`config.mk`:
```
export PLATFORM = sky130hd
export DESIGN_NAME = serial_addsub
export DESIGN_NICKNAME = d
export VERILOG_FILES = /design/src/rtl/serial_addsub_pkg.sv /design/src/rtl/serial_addsub_fa_bit.sv /design/src/rtl/serial_addsub.sv
export SDC_FILE = /design/constraint.sdc
export NUM_CORES = 1
export LEC_CHECK = 0
export CORE_ASPECT_RATIO = 1.75
export CORE_MARGIN = 1
export CORE_UTILIZATION = 35
export CTS_CLUSTER_DIAMETER = 150
export DETAILED_ROUTE_END_ITERATION = 8
export GPL_TIMING_DRIVEN = 0
export SLEW_MARGIN = 5
export SYNTH_ARGS = -nofsm -noshare
export SYNTH_HDL_FRONTEND = slang
export SYNTH_SLANG_ARGS = --single-unit
export TNS_END_PERCENT = 1
```
`constraint.sdc`:
```
create_clock -name clk -period 1.43 [get_ports clk]
set_input_delay 0.2145 -clock clk [delete_from_list [all_inputs] [get_ports clk]]
set_output_delay 0.2145 -clock clk [all_outputs]
set_load 0.01 [all_outputs]
```
`src/rtl/serial_addsub_pkg.sv`:
```
// Shared types and constants for the bit-serial adder/subtractor.
package serial_addsub_pkg;

    typedef logic [1:0] state_t;

    localparam state_t IDLE  = 2'd0;
    localparam state_t SHIFT = 2'd1;
    localparam state_t DONE  = 2'd2;

    localparam logic MODE_ADD = 1'b0;
    localparam logic MODE_SUB = 1'b1;

endpackage

```
`src/rtl/serial_addsub_fa_bit.sv`:
```
// Single-bit full adder used as the serial datapath slice.
module fa_bit (
    input  logic x,
    input  logic y,
    input  logic cin,
    output logic s,
    output logic cout
);

    assign s    = x ^ y ^ cin;
    assign cout = (x & y) | (x & cin) | (y & cin);

endmodule

```
`src/rtl/serial_addsub.sv`:
```
// Bit-serial add/subtract, LSB first, one bit per clock through a single full adder.
// Optional signed-overflow output enabled by defining SERIAL_ADDSUB_OVF_EN.
module serial_addsub
    import serial_addsub_pkg::*;
#(
    parameter int unsigned WIDTH = 8
) (
    input  logic             clk,
    input  logic             rst,
    input  logic             start,
    input  logic             mode,
    input  logic [WIDTH-1:0] a,
    input  logic [WIDTH-1:0] b,
    output logic             busy,
    output logic             done,
    output logic [WIDTH-1:0] sum,
    output logic             cout
`ifdef SERIAL_ADDSUB_OVF_EN
    ,
    output logic             ovf
`endif
);

    localparam int unsigned CW = $clog2(WIDTH);

    state_t           state_q, state_d;
    logic [WIDTH-1:0] a_q, a_d;
    logic [WIDTH-1:0] b_q, b_d;
    logic [WIDTH-1:0] sum_q, sum_d;
    logic [CW-1:0]    cnt_q, cnt_d;
    logic             carry_q, carry_d;
    logic             cout_q, cout_d;
    logic             busy_q, busy_d;
    logic             done_q, done_d;
`ifdef SERIAL_ADDSUB_OVF_EN
    logic             ovf_q, ovf_d;
`endif

    logic fa_s;
    logic fa_co;
    logic last_c;

    fa_bit u_fa (
        .x    (a_q[0]),
        .y    (b_q[0]),
        .cin  (carry_q),
        .s    (fa_s),
        .cout (fa_co)
    );

    assign last_c = (cnt_q == CW'(WIDTH - 1));

    // Next-state and datapath control; subtraction is a + ~b + 1 via carry-in.
    always_comb begin
        state_d = state_q;
        a_d     = a_q;
        b_d     = b_q;
        sum_d   = sum_q;
        cnt_d   = cnt_q;
        carry_d = carry_q;
        cout_d  = cout_q;
`ifdef SERIAL_ADDSUB_OVF_EN
        ovf_d   = ovf_q;
`endif
        case (state_q)
            IDLE: begin
                if (start) begin
                    a_d     = a;
                    b_d     = (mode == MODE_SUB) ? ~b : b;
                    carry_d = mode;
                    cnt_d   = '0;
                    state_d = SHIFT;
                end
            end
            SHIFT: begin
                sum_d   = {fa_s, sum_q[WIDTH-1:1]};
                a_d     = a_q >> 1;
                b_d     = b_q >> 1;
                carry_d = fa_co;
                cnt_d   = cnt_q + CW'(1);
                if (last_c) begin
                    cout_d  = fa_co;
`ifdef SERIAL_ADDSUB_OVF_EN
                    ovf_d   = carry_q ^ fa_co;
`endif
                    state_d = DONE;
                end
            end
            DONE: begin
                state_d = IDLE;
            end
            default: begin
                state_d = IDLE;
            end
        endcase
        busy_d = (state_d == SHIFT);
        done_d = (state_d == DONE);
    end

    always_ff @(posedge clk or posedge rst) begin
        if (rst) begin
            state_q <= IDLE;
            a_q     <= '0;
            b_q     <= '0;
            sum_q   <= '0;
            cnt_q   <= '0;
            carry_q <= 1'b0;
            cout_q  <= 1'b0;
            busy_q  <= 1'b0;
            done_q  <= 1'b0;
`ifdef SERIAL_ADDSUB_OVF_EN
            ovf_q   <= 1'b0;
`endif
        end else begin
            state_q <= state_d;
            a_q     <= a_d;
            b_q     <= b_d;
            sum_q   <= sum_d;
            cnt_q   <= cnt_d;
            carry_q <= carry_d;
            cout_q  <= cout_d;
            busy_q  <= busy_d;
            done_q  <= done_d;
`ifdef SERIAL_ADDSUB_OVF_EN
            ovf_q   <= ovf_d;
`endif
        end
    end

    assign busy = busy_q;
    assign done = done_q;
    assign sum  = sum_q;
    assign cout = cout_q;
`ifdef SERIAL_ADDSUB_OVF_EN
    assign ovf  = ovf_q;
`endif

endmodule

```
Word level (Yosys, flattened, before mapping)

Cells that the tools add are included.

Reduce and logical (&&, ||, !) cells: 4
Bitwise operators: 8
$add $sub $neg: 1
Muxes and demuxes: 12
Eq/ne operators: 5

Operators with widths:

| cell                                                                   | count |
|---|---|
| 8-bit case mux with 2 select lines                                     | 2 |
| 8-bit two-way mux                                                      | 3 |
| 8-bit NOT                                                              | 1 |
| 3-bit case mux with 2 select lines                                     | 1 |
| 2-bit by 1-bit equality test with 1-bit output (second input constant) | 2 |
| 2-bit two-way mux                                                      | 2 |
| 2-bit case mux with 2 select lines                                     | 1 |
| 2-bit AND reduction                                                    | 2 |
| 3-bit by 1-bit adder with 3-bit output (second input constant)         | 1 |
| 1-bit bitwise AND                                                      | 3 |
| 3-bit equality test (second input constant)                            | 1 |
| 3-bit two-way mux                                                      | 1 |
| 2-bit equality test (second input constant)                            | 1 |
| 2-bit zero test                                                        | 1 |
| 2-bit != test (second input constant)                                  | 1 |
| 1-bit bitwise OR                                                       | 2 |
| 1-bit case mux with 2 select lines                                     | 1 |
| 2-bit nonzero test                                                     | 1 |
| 1-bit bitwise XOR                                                      | 2 |
| 1-bit two-way mux                                                      | 1 |

Register bits: 33
Logic and storage cells: 39
Output and inout bits: 11

Logic depth before layout (Yosys ltp)

Depth in word-level cells: 4
Gate-level depth with buffers: 5

Hierarchy

From an unflattened synthesis, not the netlist that was laid out.

Cell total of the unflattened synthesis: 128
Area, all modules: 1511.4 µm²

By module, submodules not included:

| module        | cells each | instances | area each (µm²) |
|---|---|---|---|
| serial_addsub | 127        | 1         | 1491.4 |
| fa_bit        | 1          | 1         | 20.0 |

Worst setup path before layout

No wires, ideal clock.

Path type: reg-to-reg
Start: register cnt_q[0]
End: register cout_q, in the netlist cout
Buffers on the path: 0
Clock period less this slack: 1301 ps
Cell stages (with the launch flop): 5
Setup slack: 129 ps
Data arrival time: 1176 ps
Path through: dfrtp_1 > ha_1 > ha_1 > and2_4 > mux2_4

Cells in the longest elaborated chain, start to end: 2

RTL lines:

| item                          | line                 | RTL |
|---|---|---|
| start, declared               | serial_addsub.sv:30  | `logic [CW-1:0] cnt_q, cnt_d;` |
| start signal, assigned        | serial_addsub.sv:119 | `cnt_q <= cnt_d;` |
| 3-bit equality test           | serial_addsub.sv:51  | `assign last_c = (cnt_q == CW'(WIDTH - 1));` |
| 2-bit AND reduction (no line) | -                    |  |
| end signal, assigned          | serial_addsub.sv:121 | `cout_q <= cout_d;` |
| end, declared                 | serial_addsub.sv:32  | `logic cout_q, cout_d;` |

No other way between the ends.
A chain may end at the register's enable or synchronous reset.

Final worst setup path

Start: register cout_q, in the netlist cout
End: output cout

RTL lines:

| item          | line                | RTL |
|---|---|---|
| end, declared | serial_addsub.sv:17 | `output logic cout` |

No word-level cell between the ends.

==> results by stage <==
Clock tree:
- The clock insertion delay at the later pin of the skew report is 0.28 ns.
- The post-cts gate resize count is 0.
- TritonCTS created 5 clock buffers.
- The clock transition at the registers of the reported paths is 0.06 ns.
- In this run the post-CTS setup repair buffer count came out at 0.
- Buffers inserted to repair hold after CTS numbered 0.
- The H-tree depth reported by CTS is 2.
- The tree built by TritonCTS fans out to 33 sinks.
- TritonCTS built the clock tree.
- The root buffer cell is clkbuf_8.
- The clock passes through at most 2 buffers.

Synthesis:
- The total standard cell area after synthesis is 0.00149 mm^2.
- The area share of the leading cell type in the synthesized netlist is 0.555.
- The sequential cell area fraction in the yosys report is 0.555.
- After technology mapping, the gate count stands at 115.
- The number of nets in the synthesized netlist is 138.
- In the synthesized netlist the async set-or-reset flop fraction comes to 1.00.
- The number of different library cells in the post-synthesis netlist is 27.
- The synthesis warning total is 0.
- A synthesized cell averages 12.9 um^2.
- The cell type with the largest total area after synthesis is dfrtp_1.
- The number of enable-type register cells in the synthesized netlist is 0.
- For this run, the leading register cell type out of synthesis is dfrtp_1.
- In this run, synthesis produced a sequential element count of 33.
- By area the synthesized netlist is led by dfrtp_1 (56%), mux2_2 (6.8%), a221o_1 (4.7%).

Global route:
- The via count of the first global-routing pass is slightly below 1000.
- The number of antenna violations at the first check in global routing is 0.
- For met2 alone, demand over resource in global routing was 0.222.
- For this run the aggregate overflow at the end of global routing stands at 0.
- The most congested layer reported by global routing is met2.
- For this run, the total global-route usage over all layers was measured as 0.139.
- For this run, global-route usage on met1 was measured as 0.171.
- Entering global routing, the biggest net connects 34 pins.
- In the global route stage, met3 resource usage came out at 0.0412.
- The wire length of the first global-routing pass is 4520 um.

Drt:
- In the routed layout, each cell is associated on average with a via count of 4.97.
- Dividing the detail-routed wire length by the instance count gives 13.9 um.
- The final routed wirelength across all metal layers is between 2000 and 3000 um.
- The number of design-rule violations left by the first detailed-router iteration is 10.
- The number of iterations in the first detailed-routing pass is 4.
- The DRC violation count after routing is 0.
- Once detail routing completed, the nets flagged for antenna violations numbered 0.
- The detailed router placed between 900 and 1000 vias in this run.

Setup path:
- In this run the critical register-to-register path is captured at b_q[4].
- The buffering stage count on the worst path with inverters included is 1.
- Data arrives at the worst endpoint at 1.17 ns.
- The highest fanout seen on the critical path is 2.
- Broken down by cell family, the worst path's largest delay share belongs to buffers and inverters.
- The register-to-register setup slack is 0.04 ns.
- Measured in cells, the most critical reg-to-reg path has a length of 5.
- The worst setup path is of the reg2out kind.
- In this run the critical register-to-register path is launched from state_q[0].
- At the worst endpoint, the required time is between 1 and 1.5 ns.
- The cell with the largest stage delay on the worst path is clkdlybuf4s50_1.
- The kind of end point of the critical path is an output pin.
- The kind of start point of the critical path is a flip-flop.
- The signal on the critical path passes through clkdlybuf4s50_1.
- For this run, the slowest stage of the critical path takes ~0.54 ns.

Floorplanning:
- The overall die area is approximately 0.0045 mm^2.
- In this run the standard cell core region covers about 0.0041 mm^2.
- The cell row count is 31.
- For this configuration, the core starts out at a cell density of 0.362.
- The die span in x is between 50 and 60 um.
- Measured along the y axis, the die boundary spans 88.2 um.
- The top-level I/O count is 31.

Final layout:
- The sequential cells in the finished layout cover a total of approximately 830 um^2.
- 0 antenna diodes ended up in the layout.
- The final layout net count is between 150 and 200.
- The final standard cell area without fillers is 0.00195 mm^2.
- Summing all multi-input logic gate instances after layout gives 599 um^2.
- The ratio of cells with drive above 1 in the final layout is 0.211.
- The relative area change from synthesis to final layout is 30.9%.
- For this run, the number of standard cells in the final layout without fillers is approximately 200.
- The layout filler cell count is 418.

Timing:
- The remaining max-slew budget at the tightest pin is 0.227.
- The total count of max-transition violations in the final report is 0.
- Setup repair after global routing left no endpoint under its margin.
- The final critical delay including setup and external delays is approximately 1.4 ns.
- Static timing analysis puts the maximum clock frequency at 721 MHz.
- For the pin with the worst max-slew slack, the measured transition is 1.15 ns.
- The number of failing hold endpoints at the final stage came to 0.
- The fraction of the cycle the final worst path needs is 0.970.
- Setup violations remaining at the end of the flow were counted as 0.
- For the final database, setup skew stands at 0.00785 ns.
- Adding up every negative setup slack in the final design gives 0 ns.

Power and ir drop:
- The total chip power is ~0.0037 W.
- The power per standard cell area is 1880 mW/mm^2.
- Across the VDD grid, the largest voltage drop is 887 uV.
- Summed over all cells, the static leakage comes to slightly above 0.9 nW.

Placed design:
- The HPWL after detailed placement is 1990 um.
- The placed instances occupy a cell area of 0.00184 mm^2.
- Once placement completed, the tool counted placed cells totaling 193.
- The count of buffers added on input and output ports is 29.
- The congestion estimate from routability-driven global placement came to 0.817.

Run status:
- The run finished with clean final reports.

Min path:
- The min-delay analysis places its worst path in the category in2async.

Run:
- The number of maximum-capacitance violations is 0.
state kept, by name (all words and copies together) (netlist names):
name and cells:
a_q 8, b_q 8, sum 8, cnt_q 3
state_q 2, busy 1, carry_q 1, cout 1
done 1
cells by family after synthesis:
group / synth area share
AO/OA/AOI/OAI: 0.157
flip-flops: 0.555
multiplexers: 0.0782
AND/OR/NAND/NOR: 0.0866
adder cells (fa/ha/maj): 0.0303
buffers and inverters: 0.0454
XOR/XNOR: 0.0471
synthesized netlist by cell type, drive strengths merged, types with 3 or more instances:
library cell and instances:
a22oi 8, a221o 7, buf 6, o21ai 8, clkbuf 3, and3b 5
nand2 8, dfrtp 33, mux2 10, a22o 4, xor2 6
where the power goes:
part | internal (W) | leakage [nW] | total [W] | switching (W)
Combinational | 0.000864 | 0.459 | 0.00146 | 0.000596
Clock | 0.000337 | 0.0450 | 0.000665 | 0.000328
Sequential | 0.00131 | 0.419 | 0.00154 | 0.000229
Total | 0.00251 | 0.923 | 0.00367 | 0.00115
layout make-up:
class | instances | area share
Sequential cell | 33 | 0.425
Multi-Input combinational cell | 72 | 0.308
Timing Repair Buffer | 29 | 0.157
Clock buffer | 6 | 0.0373
Buffer | 9 | 0.0347
Tap cell | 49 | 0.0315
Clock inverter | 2 | 0.00514
Inverter | 1 | 0.00193
worst max-delay path by stage:
stage / from / to / slack, ns / cells after the start
after global placement: rst / cnt_q[0] / -0.28 / 2
after CTS: rst / carry_q / 0.0003 / 2
after global routing: cout / cout / 0.004 / 1
final: cout / cout / 0.04 / 1
after floorplan: cnt_q[0] / cout / 0.13 / 4
after detailed placement: rst / b_q[2] / -0.31 / 2
placed cells by master, fill, tap and decap left out, types with 2 or more instances in the layout:
cell,count
a21oi_1,2
a221o_1,7
a22o_1,4
a22oi_1,8
and3b_1,5
buf_2,3
buf_6,2
clkbuf_2,3
clkbuf_8,5
clkdlybuf4s50_1,23
clkinv_2,2
dfrtp_1,32
dlymetal6s2s_1,6
mux2_2,9
nand2_1,8
nor3_1,2
o21ai_0,8
xnor2_1,2
xor2_1,6
through the flow:
step	setup WS (ns)	utilization	hold WS, ns
after floorplan	0.129	-	0.343
after global placement	-0.277	0.447	0.464
after detailed placement	-0.310	0.447	0.476
after CTS	0.000348	0.467	0.399
after global routing	0.00356	0.474	0.465
final	0.0429	0.474	0.395
per-layer routing:
metal / share of wire / wire, um / up-vias
li1: - / - / 487
met1: 0.44 / 1220 / 477
met2: 0.50 / 1390 / 28
met3: 0.044 / 124 / 6
met4: 0.022 / 61 / 0
met5: 0 / 0 / -
Power figures use the tool's default switching activity.
